$ cat src/rtl/instr_encoder.sv
// RV32I instruction encoder: packs instruction fields and a signed immediate into a
// 32-bit word, assigns it an instruction-memory word address, and streams it out
// through a two-stage valid/ready pipeline. Illegal requests become NOP with out_err_o.
module instr_encoder #(
  parameter int unsigned ADDR_W    = 10,
  parameter int unsigned BASE_ADDR = 0
) (
  input  logic              clk_i,
  input  logic              rst_i,
  input  logic              restart_i,
  input  logic              in_valid_i,
  output logic              in_ready_o,
  input  logic [6:0]        in_opcode_i,
  input  logic [4:0]        in_rd_i,
  input  logic [4:0]        in_rs1_i,
  input  logic [4:0]        in_rs2_i,
  input  logic [2:0]        in_funct3_i,
  input  logic [6:0]        in_funct7_i,
  input  logic [31:0]       in_imm_i,
  output logic              out_valid_o,
  input  logic              out_ready_i,
  output logic [31:0]       out_word_o,
  output logic [ADDR_W-1:0] out_addr_o,
  output logic              out_err_o,
  output logic [7:0]        err_count_o,
  output logic              wrapped_o
);

  localparam logic [ADDR_W-1:0] BaseAddr = ADDR_W'(BASE_ADDR);
  localparam logic [ADDR_W-1:0] MaxAddr  = '1;
  localparam logic [31:0]       Nop      = 32'h0000_0013;

  localparam logic [6:0] OpLui    = 7'b0110111;
  localparam logic [6:0] OpAuipc  = 7'b0010111;
  localparam logic [6:0] OpJal    = 7'b1101111;
  localparam logic [6:0] OpJalr   = 7'b1100111;
  localparam logic [6:0] OpLoad   = 7'b0000011;
  localparam logic [6:0] OpImm    = 7'b0010011;
  localparam logic [6:0] OpBranch = 7'b1100011;
  localparam logic [6:0] OpStore  = 7'b0100011;
  localparam logic [6:0] OpReg    = 7'b0110011;

  // Stage 1 state
  logic        s1_valid_q;
  logic [6:0]  s1_op_q;
  logic [4:0]  s1_rd_q, s1_rs1_q, s1_rs2_q;
  logic [2:0]  s1_f3_q;
  logic [6:0]  s1_f7_q;
  logic [31:0] s1_imm_q;
  logic        s1_legal_q;

  // Stage 2 state
  logic              s2_valid_q;
  logic [31:0]       s2_word_q;
  logic              s2_err_q;
  logic [ADDR_W-1:0] s2_addr_q;

  logic [ADDR_W-1:0] alloc_q, alloc_d, alloc_base;
  logic [7:0]        err_count_q, err_count_d;
  logic              wrapped_q, wrapped_d;

  logic        s1_adv, s2_adv, xfer, out_hs;
  logic        in_legal;
  logic        imm12_ok, imm13_ok, imm21_ok;
  logic [31:0] enc_word;

  assign s2_adv     = !s2_valid_q || out_ready_i;
  assign s1_adv     = !s1_valid_q || s2_adv;
  assign in_ready_o = s1_adv;
  assign xfer       = s1_valid_q && s2_adv;
  assign out_hs     = s2_valid_q && out_ready_i;

  // Immediate range checks: the bits above the field's sign bit must all match it
  assign imm12_ok = (in_imm_i[31:11] == '0) || (in_imm_i[31:11] == '1);
  assign imm13_ok = (in_imm_i[31:12] == '0) || (in_imm_i[31:12] == '1);
  assign imm21_ok = (in_imm_i[31:20] == '0) || (in_imm_i[31:20] == '1);

  // Legality of the incoming request, decided per opcode
  always_comb begin
    in_legal = 1'b0;
    case (in_opcode_i)
      OpLui, OpAuipc:         in_legal = (in_imm_i[11:0] == 12'h000);
      OpJal:                  in_legal = !in_imm_i[0] && imm21_ok;
      OpJalr, OpLoad, OpImm:  in_legal = imm12_ok;
      OpBranch:               in_legal = !in_imm_i[0] && imm13_ok;
      OpStore:                in_legal = imm12_ok;
      OpReg:                  in_legal = 1'b1;
      default:                in_legal = 1'b0;
    endcase
  end

  // Stage 1: capture request fields and legality when the stage can advance
  always_ff @(posedge clk_i) begin
    if (rst_i) begin
      s1_valid_q <= 1'b0;
      s1_op_q    <= '0;
      s1_rd_q    <= '0;
      s1_rs1_q   <= '0;
      s1_rs2_q   <= '0;
      s1_f3_q    <= '0;
      s1_f7_q    <= '0;
      s1_imm_q   <= '0;
      s1_legal_q <= 1'b0;
    end else if (s1_adv) begin
      s1_valid_q <= in_valid_i;
      if (in_valid_i) begin
        s1_op_q    <= in_opcode_i;
        s1_rd_q    <= in_rd_i;
        s1_rs1_q   <= in_rs1_i;
        s1_rs2_q   <= in_rs2_i;
        s1_f3_q    <= in_funct3_i;
        s1_f7_q    <= in_funct7_i;
        s1_imm_q   <= in_imm_i;
        s1_legal_q <= in_legal;
      end
    end
  end

  // Pack the stage-1 fields into an instruction word; illegal requests become NOP
  always_comb begin
    enc_word = Nop;
    case (s1_op_q)
      OpLui, OpAuipc: enc_word = {s1_imm_q[31:12], s1_rd_q, s1_op_q};
      OpJal: enc_word = {s1_imm_q[20], s1_imm_q[10:1], s1_imm_q[11], s1_imm_q[19:12],
                         s1_rd_q, s1_op_q};
      OpJalr, OpLoad, OpImm: enc_word = {s1_imm_q[11:0], s1_rs1_q, s1_f3_q, s1_rd_q, s1_op_q};
      OpBranch: enc_word = {s1_imm_q[12], s1_imm_q[10:5], s1_rs2_q, s1_rs1_q, s1_f3_q,
                            s1_imm_q[4:1], s1_imm_q[11], s1_op_q};
      OpStore: enc_word = {s1_imm_q[11:5], s1_rs2_q, s1_rs1_q, s1_f3_q, s1_imm_q[4:0],
                           s1_op_q};
      OpReg: enc_word = {s1_f7_q, s1_rs2_q, s1_rs1_q, s1_f3_q, s1_rd_q, s1_op_q};
      default: enc_word = Nop;
    endcase
    if (!s1_legal_q) enc_word = Nop;
  end

  // Address allocation: a restart coinciding with a transfer hands it BASE_ADDR
  always_comb begin
    alloc_base = restart_i ? BaseAddr : alloc_q;
    alloc_d    = xfer ? alloc_base + ADDR_W'(1) : alloc_base;
  end

  // Stage 2: register packed word, error flag and allocated address
  always_ff @(posedge clk_i) begin
    if (rst_i) begin
      s2_valid_q <= 1'b0;
      s2_word_q  <= '0;
      s2_err_q   <= 1'b0;
      s2_addr_q  <= BaseAddr;
      alloc_q    <= BaseAddr;
    end else begin
      alloc_q <= alloc_d;
      if (s2_adv) begin
        s2_valid_q <= s1_valid_q;
        if (s1_valid_q) begin
          s2_word_q <= enc_word;
          s2_err_q  <= !s1_legal_q;
          s2_addr_q <= alloc_base;
        end
      end
    end
  end

  // Handoff statistics; restart wins over a coincident handshake
  always_comb begin
    err_count_d = err_count_q;
    wrapped_d   = wrapped_q;
    if (restart_i) begin
      err_count_d = '0;
      wrapped_d   = 1'b0;
    end else begin
      if (out_hs && s2_err_q && (err_count_q != 8'hFF)) err_count_d = err_count_q + 8'd1;
      if (out_hs && (s2_addr_q == MaxAddr)) wrapped_d = 1'b1;
    end
  end

  // Statistics registers
  always_ff @(posedge clk_i) begin
    if (rst_i) begin
      err_count_q <= '0;
      wrapped_q   <= 1'b0;
    end else begin
      err_count_q <= err_count_d;
      wrapped_q   <= wrapped_d;
    end
  end

  assign out_valid_o = s2_valid_q;
  assign out_word_o  = s2_word_q;
  assign out_err_o   = s2_err_q;
  assign out_addr_o  = s2_addr_q;
  assign err_count_o = err_count_q;
  assign wrapped_o   = wrapped_q;

endmodule

$ cat config.mk
export PLATFORM = sky130hd
export DESIGN_NAME = instr_encoder
export DESIGN_NICKNAME = d
export VERILOG_FILES = /design/src/rtl/instr_encoder.sv
export SDC_FILE = /design/constraint.sdc
export NUM_CORES = 1
export LEC_CHECK = 0
export CELL_PAD_IN_SITES_DETAIL_PLACEMENT = 1
export CELL_PAD_IN_SITES_GLOBAL_PLACEMENT = 1
export CORE_MARGIN = 3
export CORE_UTILIZATION = 39
export DETAILED_ROUTE_END_ITERATION = 10
export PLACE_DENSITY = 0.81
export SLEW_MARGIN = 30
export SYNTH_ARGS = -nofsm -noshare
export SYNTH_HDL_FRONTEND = slang
export SYNTH_SLANG_ARGS = --single-unit
$ cat constraint.sdc
create_clock -name clk_i -period 3.69 [get_ports clk_i]
set_input_delay 0.369 -clock clk_i [delete_from_list [all_inputs] [get_ports clk_i]]
set_output_delay 0.369 -clock clk_i [all_outputs]
set_load 0.02 [all_outputs]
==> results.md <==
- Status: completed
- Crit path from: s1_op_q[6]$_SDFFE_PP0P_
- RR Endpoint: out_word_o[23]$_SDFFE_PP0P_
- Asr flop ratio synth: 0%
- Area of the core: roughly 0.013 sq mm
- Yosys warnings: 0
- CP max FO: 17
- Resized cells post-CTS: 0
- Clk_skew: around 0.0067 ns
- Worst hold path type: input pin to flop
- Arrival time worst endpoint: around 2.9 ns
- Slew HR: 32.0%
- FF-to-FF Start: s1_op_q[6]$_SDFFE_PP0P_
- Routed Antenna Nets: 0
- Antenna violations before repair: 0
- CP Capture Type: flop
- Largest family of logic cells by synthesized area: simple AND/OR/NAND/NOR gates
- Worst path slowest cell: or2_1
- CTS tree: built
- First-pass GRT wire length: 29000 um
- IO Port Bufs: between 100 and 150
- DR DRC count: 0
- Worst path cell trace: nor2b_1, and3_1, o31ai_4, or2_1, o21ai_0
- Layout area overhead: 34.5%
- Gpl congestion: about 0.90
- Final period util: between 70 and 80%
- Final hold slack: roughly 0.37 ns
- IO Pins: about 120
- Largest net degree at the start of global routing: 46
- Htree depth: 4
- Antenna diode count: 0
- Final wirelength: about 18000 um
- Total GRT Usage: 24.8%
- Post-synthesis register bit count: between 100 and 150
- Post-synth design cell area: 0.00538 sq mm
- Fin cells: 959
- Initial DRC count: between 400 and 500
- Post-DP HPWL: between 10000 and 15000 um
- Vertical die dimension: about 120 um
- Yosys top cell by area: dfxtp_1
- Full die area: roughly 0.015 sq mm
- Clk slew on worst S/H paths: about 0.060 ns
- Sequential area share after synthesis: between 40% and 50%
- Post-DR vias/cell: around 5.5
- Fmax: 386 MHz
- Adder-cell share of the synthesized area: 0.466%
- VDD IR max: ~340 uV
- Via count: 5308
- Worst path required time: 3.96 ns
- Worst setup endpoint: out_word_o[23]$_SDFFE_PP0P_
- Slowest stage delay, CP: around 0.65 ns
- Post-synth EDFFs: 0
- Period minus WS final: between 2 and 3 ns
- Final setup fails: 0
- 1st-pass router iterations: 6
- Maximum clock path buffer count: 2
- # clock sinks: about 130
- Mux share of post-synthesis cell area: 0.582%
- Reg2Reg Depth: 5
- Leak: 2.44 nW
- # hold bufs at CTS: 0
- Die W: about 120 um
- Latest clock arrival within the worst-skew pair: roughly 0.43 ns
- Final Hold Vio Count: 0
- WS Path Type: flop to flop
- Total instance count after detailed placement: approximately 930
- Final TNS setup: 0 ns
- Total Nets Final: about 840
- Layout cell share with drive strength beyond 1: under 10%
- Post-synthesis compound-gate area fraction: between 10% and 20%
- Synth top area share: 48.0%
- Mapped Cells: between 600 and 700
- Fill count: ~1600
- Global route overflow: 0
- RSZ-0062 raised after global routing: false
- Top cells by area, synth: dfxtp_1, nand2_1, a21oi_1
- Final Max Slew Viols: 0
- Top FF cell, synth: dfxtp_1
- Synthesized Nets: 735
- Root buffer cell: clkbuf_16
- Post-synthesis simple-gate area fraction: 26.2%
- Max Cap Violations: 0
- CTS Buf Count: 17
- Xor/xnor cell area share of the yosys netlist: around 1.6%
- Starting density of the core: 40.3%
- WL/cell: ~19 um
- Yosys cell types: 59
- Std cell rows: 42
- FF-to-FF setup slack: between 1 and 1.5 ns
- Pwr Density: ~460 mW/mm^2
- Total power: 0.00330 W
- Type of origin of the critical path: flop
- Worst-margin pin slew: 1.01 ns
- Setup Buffers After CTS: 0
- Vias in the first global route: around 5600
- Avg Synthesized Cell Area: approximately 8.1 sq um
## worst min path at each step
stage                                     start                          end  slack (ns)  depth (start not counted)
global route                              rst_i      s1_rd_q[1]$_SDFFE_PP0P_        0.39                          2
global placement    out_word_o[11]$_SDFFE_PP0P_  out_word_o[11]$_SDFFE_PP0P_        0.44                          2
CTS                                       rst_i      s1_rd_q[1]$_SDFFE_PP0P_        0.37                          2
floorplan             s1_imm_q[24]$_SDFFE_PP0P_    s1_imm_q[24]$_SDFFE_PP0P_        0.44                          2
finish                                    rst_i      s1_rd_q[1]$_SDFFE_PP0P_        0.37                          2
detailed placement     s1_rs1_q[3]$_SDFFE_PP0P_     s1_rs1_q[3]$_SDFFE_PP0P_        0.45                          2
## routing by layer
layer | part of all wire [%] | global-route usage [%] | vias to the layer above
met2 | 51 | 43.4 | 158
met1 | 41 | 29.7 | 2588
met5 | 0 | 0 | -
met4 | 2.0 | 8.65 | 0
met3 | 5.2 | 5.63 | 27
li1 | - | - | 2535
## logic make-up after synthesis
family	after synthesis
AO/OA/AOI/OAI	165
XOR/XNOR	10
adder cells (fa/ha/maj)	2
buffers and inverters	46
flip-flops	129
multiplexers	3
AND/OR/NAND/NOR	309
## synth_stat cells (5+ instances only)
cell      number
nand3b_1       7
nand2_1      183
dfxtp_1      129
inv_1          7
nor4_1         5
nand4_1       12
o21ai_1        5
nor2_1        35
a22oi_1       15
a22oi_2        6
or3_1          9
nand3_1       10
nor3_1        14
xnor2_1        9
a21oi_1       87
a222oi_1      10
or4_1          5
o21ai_0       24
nand2b_1       5
clkbuf_1      29
## worst max-delay path: cells and delay by family, from the launching register on
kind             cells  cell delay (ns)
AND/OR/NAND/NOR      3             1.19
AO/OA/AOI/OAI        2             0.63
flip-flops           1             0.61
## layout make-up
cell class              instances  area (sq um)  share of cell area, %
inverters                       7          26.3                  0.364
clock buffers                  24           482                   6.67
flip-flops and latches        129          2580                   35.7
clock inverters                 6          57.6                  0.796
multi-input cells             489          2600                   35.9
repair buffers                128          1260                   17.5
well taps                     176           220                   3.05
## stage by stage
step	area, sq um	util, %	setup WS (ns)
2_1_floorplan	5380	-	1.93
3_3_place_gp	6690	50.1	1.05
3_5_place_dp	6690	50.1	0.864
4_1_cts	7230	54.1	1.13
5_1_grt	7230	54.1	0.826
6_report	7230	54.1	1.10
## power breakdown
| part | switching [W] | leakage (nW) | total (W) | internal, W |
|---|---|---|---|---|
| registers | 0.0000388 | 1.05 | 0.00148 | 0.00144 |
| clock network | 0.000595 | 0.266 | 0.00156 | 0.000965 |
| logic | 0.000141 | 1.12 | 0.000259 | 0.000118 |
| total | 0.000774 | 2.44 | 0.00330 | 0.00252 |
## registers in the layout (all words and copies together) (netlist names)
register     flops
alloc_q         10
err_count_o      8
out_addr_o      10
out_err_o        1
out_valid_o      1
out_word_o      32
s1_f3_q          3
s1_f7_q          7
s1_imm_q        32
s1_legal_q       1
s1_op_q          7
s1_rd_q          5
s1_rs1_q         5
s1_rs2_q         5
s1_valid_q       1
wrapped_o        1
## cell usage in the layout (no fill, tap or decap), types with 2 or more instances in the layout
cell,count
xnor2_1,9
o21ai_1,5
buf_4,6
clkbuf_8,3
a221oi_1,2
nor2b_1,4
clkbuf_16,17
a222oi_1,10
and3_1,2
o21ai_0,24
inv_1,7
or3_1,9
clkinv_2,4
mux2i_1,2
ha_1,2
nor2_1,35
nand4b_1,2
and2_1,3
clkbuf_1,4
clkdlybuf4s50_1,121
nor4_1,5
nand3b_1,7
a21oi_1,87
a21o_1,2
nand3_1,10
nor3_1,14
a22oi_2,6
dfxtp_1,129
nand2_1,182
nand4_1,12
nand2b_1,5
a22oi_1,15
or4_1,5
or2_2,2
Note: power is estimated with default switching activity, not from simulation.
